### config.mk
export PLATFORM = sky130hd
export DESIGN_NAME = iobus_n_connect
export DESIGN_NICKNAME = d
export VERILOG_FILES = /design/src/rtl/iobus_n_connect.sv
export SDC_FILE = /design/constraint.sdc
export NUM_CORES = 1
export LEC_CHECK = 0
export BUFFER_PORTS_ARGS = -buffer_cell sky130_fd_sc_hd__buf_4
export CORE_AREA = 2 2 345 347
export DETAILED_ROUTE_END_ITERATION = 10
export DIE_AREA = 0 0 347 349
export PLACE_DENSITY = 0.3
export SETUP_SLACK_MARGIN = 0.02
export SLEW_MARGIN = 10
export SYNTH_ARGS = -nofsm -noshare
export SYNTH_HDL_FRONTEND = slang
export SYNTH_SLANG_ARGS = --single-unit
### constraint.sdc
create_clock -name clk -period 3.2 [get_ports clk]
set_clock_uncertainty 0.2 [all_clocks]
set_input_delay 0.16 -clock clk [delete_from_list [all_inputs] [get_ports clk]]
set_output_delay 0.16 -clock clk [all_outputs]
set_load 0.02 [all_outputs]
### src/rtl/iobus_n_connect.sv
// PDP-6 I/O bus connector: fans one APR master out to NSLAVE peripherals,
// ORs their return lines back and flags multi-responder read cycles.
module iobus_n_connect #(
  parameter int unsigned NSLAVE   = 8,
  parameter bit          READ_REG = 1'b1,
  parameter bit          FWD_REG  = 1'b0,
  localparam int unsigned IOS_W   = 7,
  localparam int unsigned WORD_W  = 36,
  localparam int unsigned PI_W    = 7
) (
  input  logic                       clk,
  input  logic                       reset,
  input  logic [NSLAVE-1:0]          slave_en,
  input  logic                       m_iob_poweron,
  input  logic                       m_iob_reset,
  input  logic                       m_datao_clear,
  input  logic                       m_datao_set,
  input  logic                       m_cono_clear,
  input  logic                       m_cono_set,
  input  logic                       m_iob_fm_datai,
  input  logic                       m_iob_fm_status,
  input  logic                       m_rdi_pulse,
  input  logic [IOS_W-1:0]           m_ios,
  input  logic [WORD_W-1:0]          m_iob_write,
  output logic [PI_W-1:0]            m_pi_req,
  output logic [WORD_W-1:0]          m_iob_read,
  output logic                       m_dr_split,
  output logic                       m_rdi_data,
  output logic                       m_conflict,
  output logic [NSLAVE-1:0]          m_conflict_mask,
  output logic [NSLAVE-1:0]          s_iob_poweron,
  output logic [NSLAVE-1:0]          s_iob_reset,
  output logic [NSLAVE-1:0]          s_datao_clear,
  output logic [NSLAVE-1:0]          s_datao_set,
  output logic [NSLAVE-1:0]          s_cono_clear,
  output logic [NSLAVE-1:0]          s_cono_set,
  output logic [NSLAVE-1:0]          s_iob_fm_datai,
  output logic [NSLAVE-1:0]          s_iob_fm_status,
  output logic [NSLAVE-1:0]          s_rdi_pulse,
  output logic [NSLAVE*IOS_W-1:0]    s_ios,
  output logic [NSLAVE*WORD_W-1:0]   s_iob_write,
  input  logic [NSLAVE*PI_W-1:0]     s_pi_req,
  input  logic [NSLAVE*WORD_W-1:0]   s_iob_read,
  input  logic [NSLAVE-1:0]          s_dr_split,
  input  logic [NSLAVE-1:0]          s_rdi_data
);

  localparam int unsigned FWD_W = 2 + 9*NSLAVE + NSLAVE*IOS_W + NSLAVE*WORD_W;
  localparam int unsigned RET_W = PI_W + WORD_W + 2;

  logic [NSLAVE*IOS_W-1:0]  w_ios;
  logic [NSLAVE*WORD_W-1:0] w_wr;
  logic [FWD_W-1:0]         w_fwd;
  logic [FWD_W-1:0]         w_fwd_q;
  logic                     w_fm_datai_a;
  logic                     w_fm_status_a;
  logic [PI_W-1:0]          w_pi;
  logic [WORD_W-1:0]        w_rd;
  logic                     w_drs;
  logic                     w_rdd;
  logic [NSLAVE-1:0]        w_resp;
  logic [RET_W-1:0]         w_ret;
  logic [RET_W-1:0]         w_ret_q;
  logic                     w_multi;
  logic                     r_conflict;
  logic [NSLAVE-1:0]        r_mask;

  // Per-slave gating of select code and write word
  always_comb begin
    w_ios = '0;
    w_wr  = '0;
    for (int k = 0; k < NSLAVE; k++) begin
      w_ios[k*IOS_W +: IOS_W]   = slave_en[k] ? m_ios : '0;
      w_wr[k*WORD_W +: WORD_W]  = slave_en[k] ? m_iob_write : '0;
    end
  end

  // Raw datai/status ride along so the detector sees them aligned with the slaves
  assign w_fwd = {m_iob_fm_datai, m_iob_fm_status,
                  {NSLAVE{m_iob_poweron}}, {NSLAVE{m_iob_reset}},
                  slave_en & {NSLAVE{m_datao_clear}},
                  slave_en & {NSLAVE{m_datao_set}},
                  slave_en & {NSLAVE{m_cono_clear}},
                  slave_en & {NSLAVE{m_cono_set}},
                  slave_en & {NSLAVE{m_iob_fm_datai}},
                  slave_en & {NSLAVE{m_iob_fm_status}},
                  slave_en & {NSLAVE{m_rdi_pulse}},
                  w_ios, w_wr};

  if (FWD_REG) begin : g_fwd_reg
    logic [FWD_W-1:0] r_fwd;
    always_ff @(posedge clk or negedge reset) begin
      if (!reset) r_fwd <= '0;
      else        r_fwd <= w_fwd;
    end
    assign w_fwd_q = r_fwd;
  end else begin : g_fwd_comb
    assign w_fwd_q = w_fwd;
  end

  assign {w_fm_datai_a, w_fm_status_a,
          s_iob_poweron, s_iob_reset, s_datao_clear, s_datao_set,
          s_cono_clear, s_cono_set, s_iob_fm_datai, s_iob_fm_status,
          s_rdi_pulse, s_ios, s_iob_write} = w_fwd_q;

  // Wired-OR of enabled slaves; the master's own write word is always on the bus
  always_comb begin
    w_pi   = '0;
    w_rd   = m_iob_write;
    w_drs  = 1'b0;
    w_rdd  = 1'b0;
    w_resp = '0;
    for (int k = 0; k < NSLAVE; k++) begin
      if (slave_en[k]) begin
        w_pi      = w_pi | s_pi_req[k*PI_W +: PI_W];
        w_rd      = w_rd | s_iob_read[k*WORD_W +: WORD_W];
        w_drs     = w_drs | s_dr_split[k];
        w_rdd     = w_rdd | s_rdi_data[k];
        w_resp[k] = |s_iob_read[k*WORD_W +: WORD_W];
      end
    end
  end

  assign w_ret = {w_pi, w_rd, w_drs, w_rdd};

  if (READ_REG) begin : g_ret_reg
    logic [RET_W-1:0] r_ret;
    always_ff @(posedge clk or negedge reset) begin
      if (!reset) r_ret <= '0;
      else        r_ret <= w_ret;
    end
    assign w_ret_q = r_ret;
  end else begin : g_ret_comb
    assign w_ret_q = w_ret;
  end

  assign {m_pi_req, m_iob_read, m_dr_split, m_rdi_data} = w_ret_q;

  // Two or more responders: clearing the lowest set bit leaves something behind
  assign w_multi = |(w_resp & (w_resp - NSLAVE'(1)));

  always_ff @(posedge clk or negedge reset) begin
    if (!reset) begin
      r_conflict <= 1'b0;
      r_mask     <= '0;
    end else if (m_iob_reset) begin
      r_conflict <= 1'b0;
      r_mask     <= '0;
    end else if ((w_fm_datai_a || w_fm_status_a) && w_multi) begin
      r_conflict <= 1'b1;
      if (!r_conflict) r_mask <= w_resp;
    end
  end

  assign m_conflict      = r_conflict;
  assign m_conflict_mask = r_mask;

endmodule
Word level (Yosys, flattened, before mapping)

Cells that the tools add are included.

$add $sub $neg: 1
Reduce and logical (&&, ||, !) cells: 13
Multiplexer cells: 61
Equality and inequality tests: 1
Bitwise gates (word level): 37

Operators by type and width:

| kind                | number |
|---|---|
| $mux 36             | 16 |
| $or 36x36->36       | 8 |
| $reduce_or 36->1    | 8 |
| $mux 7              | 16 |
| $and 8x8->8         | 8 |
| $or 7x7->7          | 7 |
| $mux 1              | 26 |
| $mux 8              | 3 |
| $or 1x1->1          | 14 |
| $reduce_or 8->1     | 1 |
| $sub 8x1->8 const B | 1 |
| $ne 2x2->1 const B  | 1 |
| $reduce_and 2->1    | 1 |
| $reduce_bool 2->1   | 1 |
| $logic_and 1x1->1   | 1 |
| $logic_or 1x1->1    | 1 |

Flip-flop bits (word level): 54
Input port bits: 422
Output and inout bits: 470
Word-level logic and storage cells: 116

Logic depth before layout (Yosys ltp)

Depth in word-level cells: 16
Gate-level depth with buffers: 8
Mapped depth without buffers: 7

Least setup slack after synthesis

No wires, ideal clock.

Path type: input -> register
Start: in s_iob_read[284]
End: reg r_mask[0], in the netlist m_conflict_mask[0]
Setup time: 125 ps
Stages on the path: 8
Path buffers: 1
Required time: 2875 ps
Arrival time: 1885 ps
Setup slack: 990 ps
Cell sequence: nor4_1 > nand4_1 > o31ai_1 > maj3_2 > and3b_1 > or4_4 > buf_6 > mux2_4

Longest elaborated chain between the ends: 8

RTL lines:

| element                                | RTL line | source |
|---|---|---|
| start, declared                        | 43       | `input logic [NSLAVE*WORD_W-1:0] s_iob_read,` |
| $reduce_or 36->1 (*)                   | 119      | `w_resp[k] = \|s_iob_read[k*WORD_W +: WORD_W];` |
| $mux 1 (*)                             | 114      | `if (slave_en[k]) begin` |
| $sub 8x1->8                            | 140      | `assign w_multi = \|(w_resp & (w_resp - NSLAVE'(1)));` |
| $and 8x8->8 (*)                        | 140      |  |
| $reduce_or 8->1 (*)                    | 140      |  |
| $logic_and 1x1->1 (*)                  | 149      | `end else if ((w_fm_datai_a \|\| w_fm_status_a) && w_multi) begin` |
| $reduce_bool 2->1 (no source line) (*) | -        |  |
| $reduce_and 2->1 (no source line) (*)  | -        |  |
| end signal, assigned                   | 151      | `if (!r_conflict) r_mask <= w_resp;` |
| end, declared                          | 66       | `logic [NSLAVE-1:0] r_mask;` |

Every way passes the cells marked *; elsewhere a longest branch is shown, timed or not.
A chain may end at the register's enable or synchronous reset.

Final worst setup path

Start: in s_iob_read[70]
End: reg r_mask[1], in the netlist m_conflict_mask[1]

Longest elaborated chain between the ends: 8

RTL lines:

| element                            | RTL line |
|---|---|
| $reduce_or 36->1 (*)               | 119 |
| $mux 1 (*)                         | 114 |
| $sub 8x1->8                        | 140 |
| $and 8x8->8                        | 140 |
| $reduce_or 8->1                    | 140 |
| $logic_and 1x1->1                  | 149 |
| $reduce_bool 2->1 (no source line) | - |
| $reduce_and 2->1 (no source line)  | - |

Every way passes the cells marked *; elsewhere a longest branch is shown, timed or not. The select of a mux whose other input is x is not followed.

==> reports/qor.yml <==
worst-path-max-fanout: 8
worstPathArrival_ps: 3070
grt_overflow: 0
wl_um: 93260
rr_worst_depth: 2
clkSlewWorstSetupHoldPaths_ps: 90
io_buffers: 882
syn_inst: 926
pre_cts_slack_ps: -317.4
synthMuxAreaShare_pct: 1.729
syn-num-nets: 1348
grt_use_total_pct: 14.51
slew_headroom_pct: 34.76
synth_top_area_cell: "and2_1"
ir_worst_vdd_uv: 218.8
async_flop_share_pct: 100.0
power_density_mw_per_mm2: 229.5
synth-seq-cells: 54
grt_pass1_vias: 12560
worstMarginPinSlew_ps: 978.6
grt_pass1_wl_um: 118700
dp_hpwl_um: 78720
finalCritPeriodShare_pct: 94.19
r2r-end: "m_conflict_mask[1]$_DFFE_PN0P_"
die_w_um: 347
synth_xor_area_share_pct: 0
synth_edf_count: 0
nNetsFinal: 2346
ant_nets: 0
ys.warnings.count: 0
synthTopCellsByArea: "and2_1 36%, dfrtp_1 19%, nor4_1 6.5%"
die_area_mm2: 0.1211
synth_fa_ha_area_share_pct: 0.1621
num_vias: 12470
avgSynthCellArea_um2: 7.502
setup_viol: 0
period_needed_ps: 3014
drt_iter0_drc: 889
dpl-instance-area_mm2: 0.01571
fp.dieH_um: 349
gp_congestion: 0.8877
htree_levels: 2
core_area_mm2: 0.1175
synth_top_family_by_area: "simple AND/OR/NAND/NOR gates"
max-cap-violations: 0
wl_per_cell_um: 26.78
hold_viol_final: 0
ys.flop_type: "dfrtp_1"
path_class: "in2reg"
start_util_pct: 5.915
synth_cell_types: 30
rows: 126
area_growth_pct: 148.5
drv_slew: 0
max_freq_mhz: 331.8
post_cts_buffers: 0
synth-compound-area-share_pct: 22.28
timing.final.ws_setup_ps: 185.8
drive_gt1_share_pct: 51.79
cts_buffers: 5
ios: 892
min_from: "s_iob_read[138]"
drcViolationCount: 0
hold_depth: 3
rsz0062_at_grt: "no"
worstSetupStartpointType: "input pin"
via_per_inst: 3.580
hold_class: "in2reg"
post-synth-top-area-fraction_pct: 36.02
grt_max_degree: 96
clock_latency_ps: 360
root_buffer: "clkbuf_16"
end_kind: "register"
reg2reg_slack_ps: 1460
r2r-start: "m_conflict$_DFFE_PN0P_"
clkSinkCount: 54
dr.pass1.iters: 9
cts_tree: "yes"
ys_seq_area_share_pct: 19.45
fillerInstances: 13540
netlist_area_mm2: 0.006947
synth-simple-area-share_pct: 49.59
critPathRequiredTime_ps: 3250
worstHoldEndpoint: "g_ret_reg.r_ret[32]$_DFF_PN0_"
fin_area_mm2: 0.01726
status: "finished, final reports clean"
power_w: 0.003962
p_leak_nw: 7.575
antenna_found_initial: 21
cts_buffer_depth: 2
-- cells by family after synthesis --
logic type	count (synthesis)
multiplexers	8
adder cells (fa/ha/maj)	1
buffers and inverters	106
flip-flops	54
AND/OR/NAND/NOR	565
AO/OA/AOI/OAI	192
-- cell usage in the layout (no fill, tap or decap), types with 35 or more instances in the layout --
master,count
a22o_1,35
buf_4,961
nand3_1,47
a22oi_1,36
and2_1,400
nor4_1,66
dlygate4sd3_1,131
a21oi_1,37
a221oi_1,35
a222oi_1,36
dfrtp_1,54
-- sequential cells by signal, summed over array words and instances (netlist names) --
| register | count |
|---|---|
| m_conflict_mask | 8 |
| g_ret_reg.r_ret | 45 |
| m_conflict | 1 |
-- final cells by class --
| class | count | area, µm² | share of cell area, % |
|---|---|---|---|
| Timing Repair Buffer | 1096 | 8606 | 49.85 |
| Multi-Input combinational cell | 766 | 5172 | 29.96 |
| Tap cell | 1536 | 1922 | 11.13 |
| Sequential cell | 54 | 1351 | 7.827 |
| Clock buffer | 5 | 125.1 | 0.7247 |
| Antenna cell | 22 | 55.05 | 0.3189 |
| Clock inverter | 3 | 28.78 | 0.1667 |
| Inverter | 1 | 3.754 | 0.02174 |
-- worst max path at each step --
stage	start	endpoint	slack, ps	cells after the start
floorplan	s_iob_read[284]	m_conflict_mask[0]$_DFFE_PN0P_	990	8
global placement	s_iob_read[27]	m_conflict_mask[7]$_DFFE_PN0P_	-1430	9
detailed placement	s_iob_read[208]	m_conflict_mask[1]$_DFFE_PN0P_	-320	9
CTS	s_iob_read[4]	m_conflict_mask[1]$_DFFE_PN0P_	40	11
global route	s_iob_read[70]	m_conflict_mask[1]$_DFFE_PN0P_	40	11
finish	s_iob_read[70]	m_conflict_mask[1]$_DFFE_PN0P_	190	11
-- cells in the mapped netlist (2+ instances only) --
library cell	number
a21oi_1	37
a221oi_1	36
a222oi_1	36
a22o_1	35
a22oi_1	36
and2_1	400
buf_1	3
buf_2	2
buf_4	17
clkbuf_1	82
dfrtp_1	54
mux2_4	8
nand2_1	8
nand3_1	47
nand4_1	19
nor2_1	8
nor2b_1	8
nor4_1	72
o31ai_1	4
o31ai_2	4
-- per-stage QoR --
stage | TNS (ps) | hold WS, ps | util (%) | std cells
after detailed placement | -2458 | 121.2 | 13.37 | 3322
after CTS | 0 | 2.852 | 14.62 | 3461
final | 0 | 9.161 | 14.70 | 3483
after global routing | 0 | 33.01 | 14.66 | 3466
after floorplan | 0 | -335.6 | - | 926
after global placement | -12480 | 121.2 | 13.36 | 3321
-- where the power goes --
group	switching, W	internal [W]
logic	0.00138	0.00112
registers	0.0000148	0.000711
clock network	0.000431	0.000304
-- worst max-delay path, cell delays in order --
cell           delay [ps]
dlygate4sd3_1         540
buf_4                 130
nor4_1                520
buf_4                 240
nand4_1               120
o31ai_1               280
buf_4                 170
nand4_1               110
and3b_1               250
or4_4                 230
mux2_4                320
-- what timing repair did --
item / CTS / global route
hold endpoints to repair: 94 / 0
endpoints found under the setup margin: 0 / 8
gates resized for setup: 0 / 6
hold buffers: 131 / 0
-- routing by layer --
layer	vias to the layer above	track usage (%)	wire length [µm]
met5	-	0	48
met2	752	25.40	45950
met1	6199	18.17	38700
li1	5423	-	-
met4	8	3.345	2145
met3	87	2.885	6411
No activity file was read; power rests on OpenSTA's default activity.
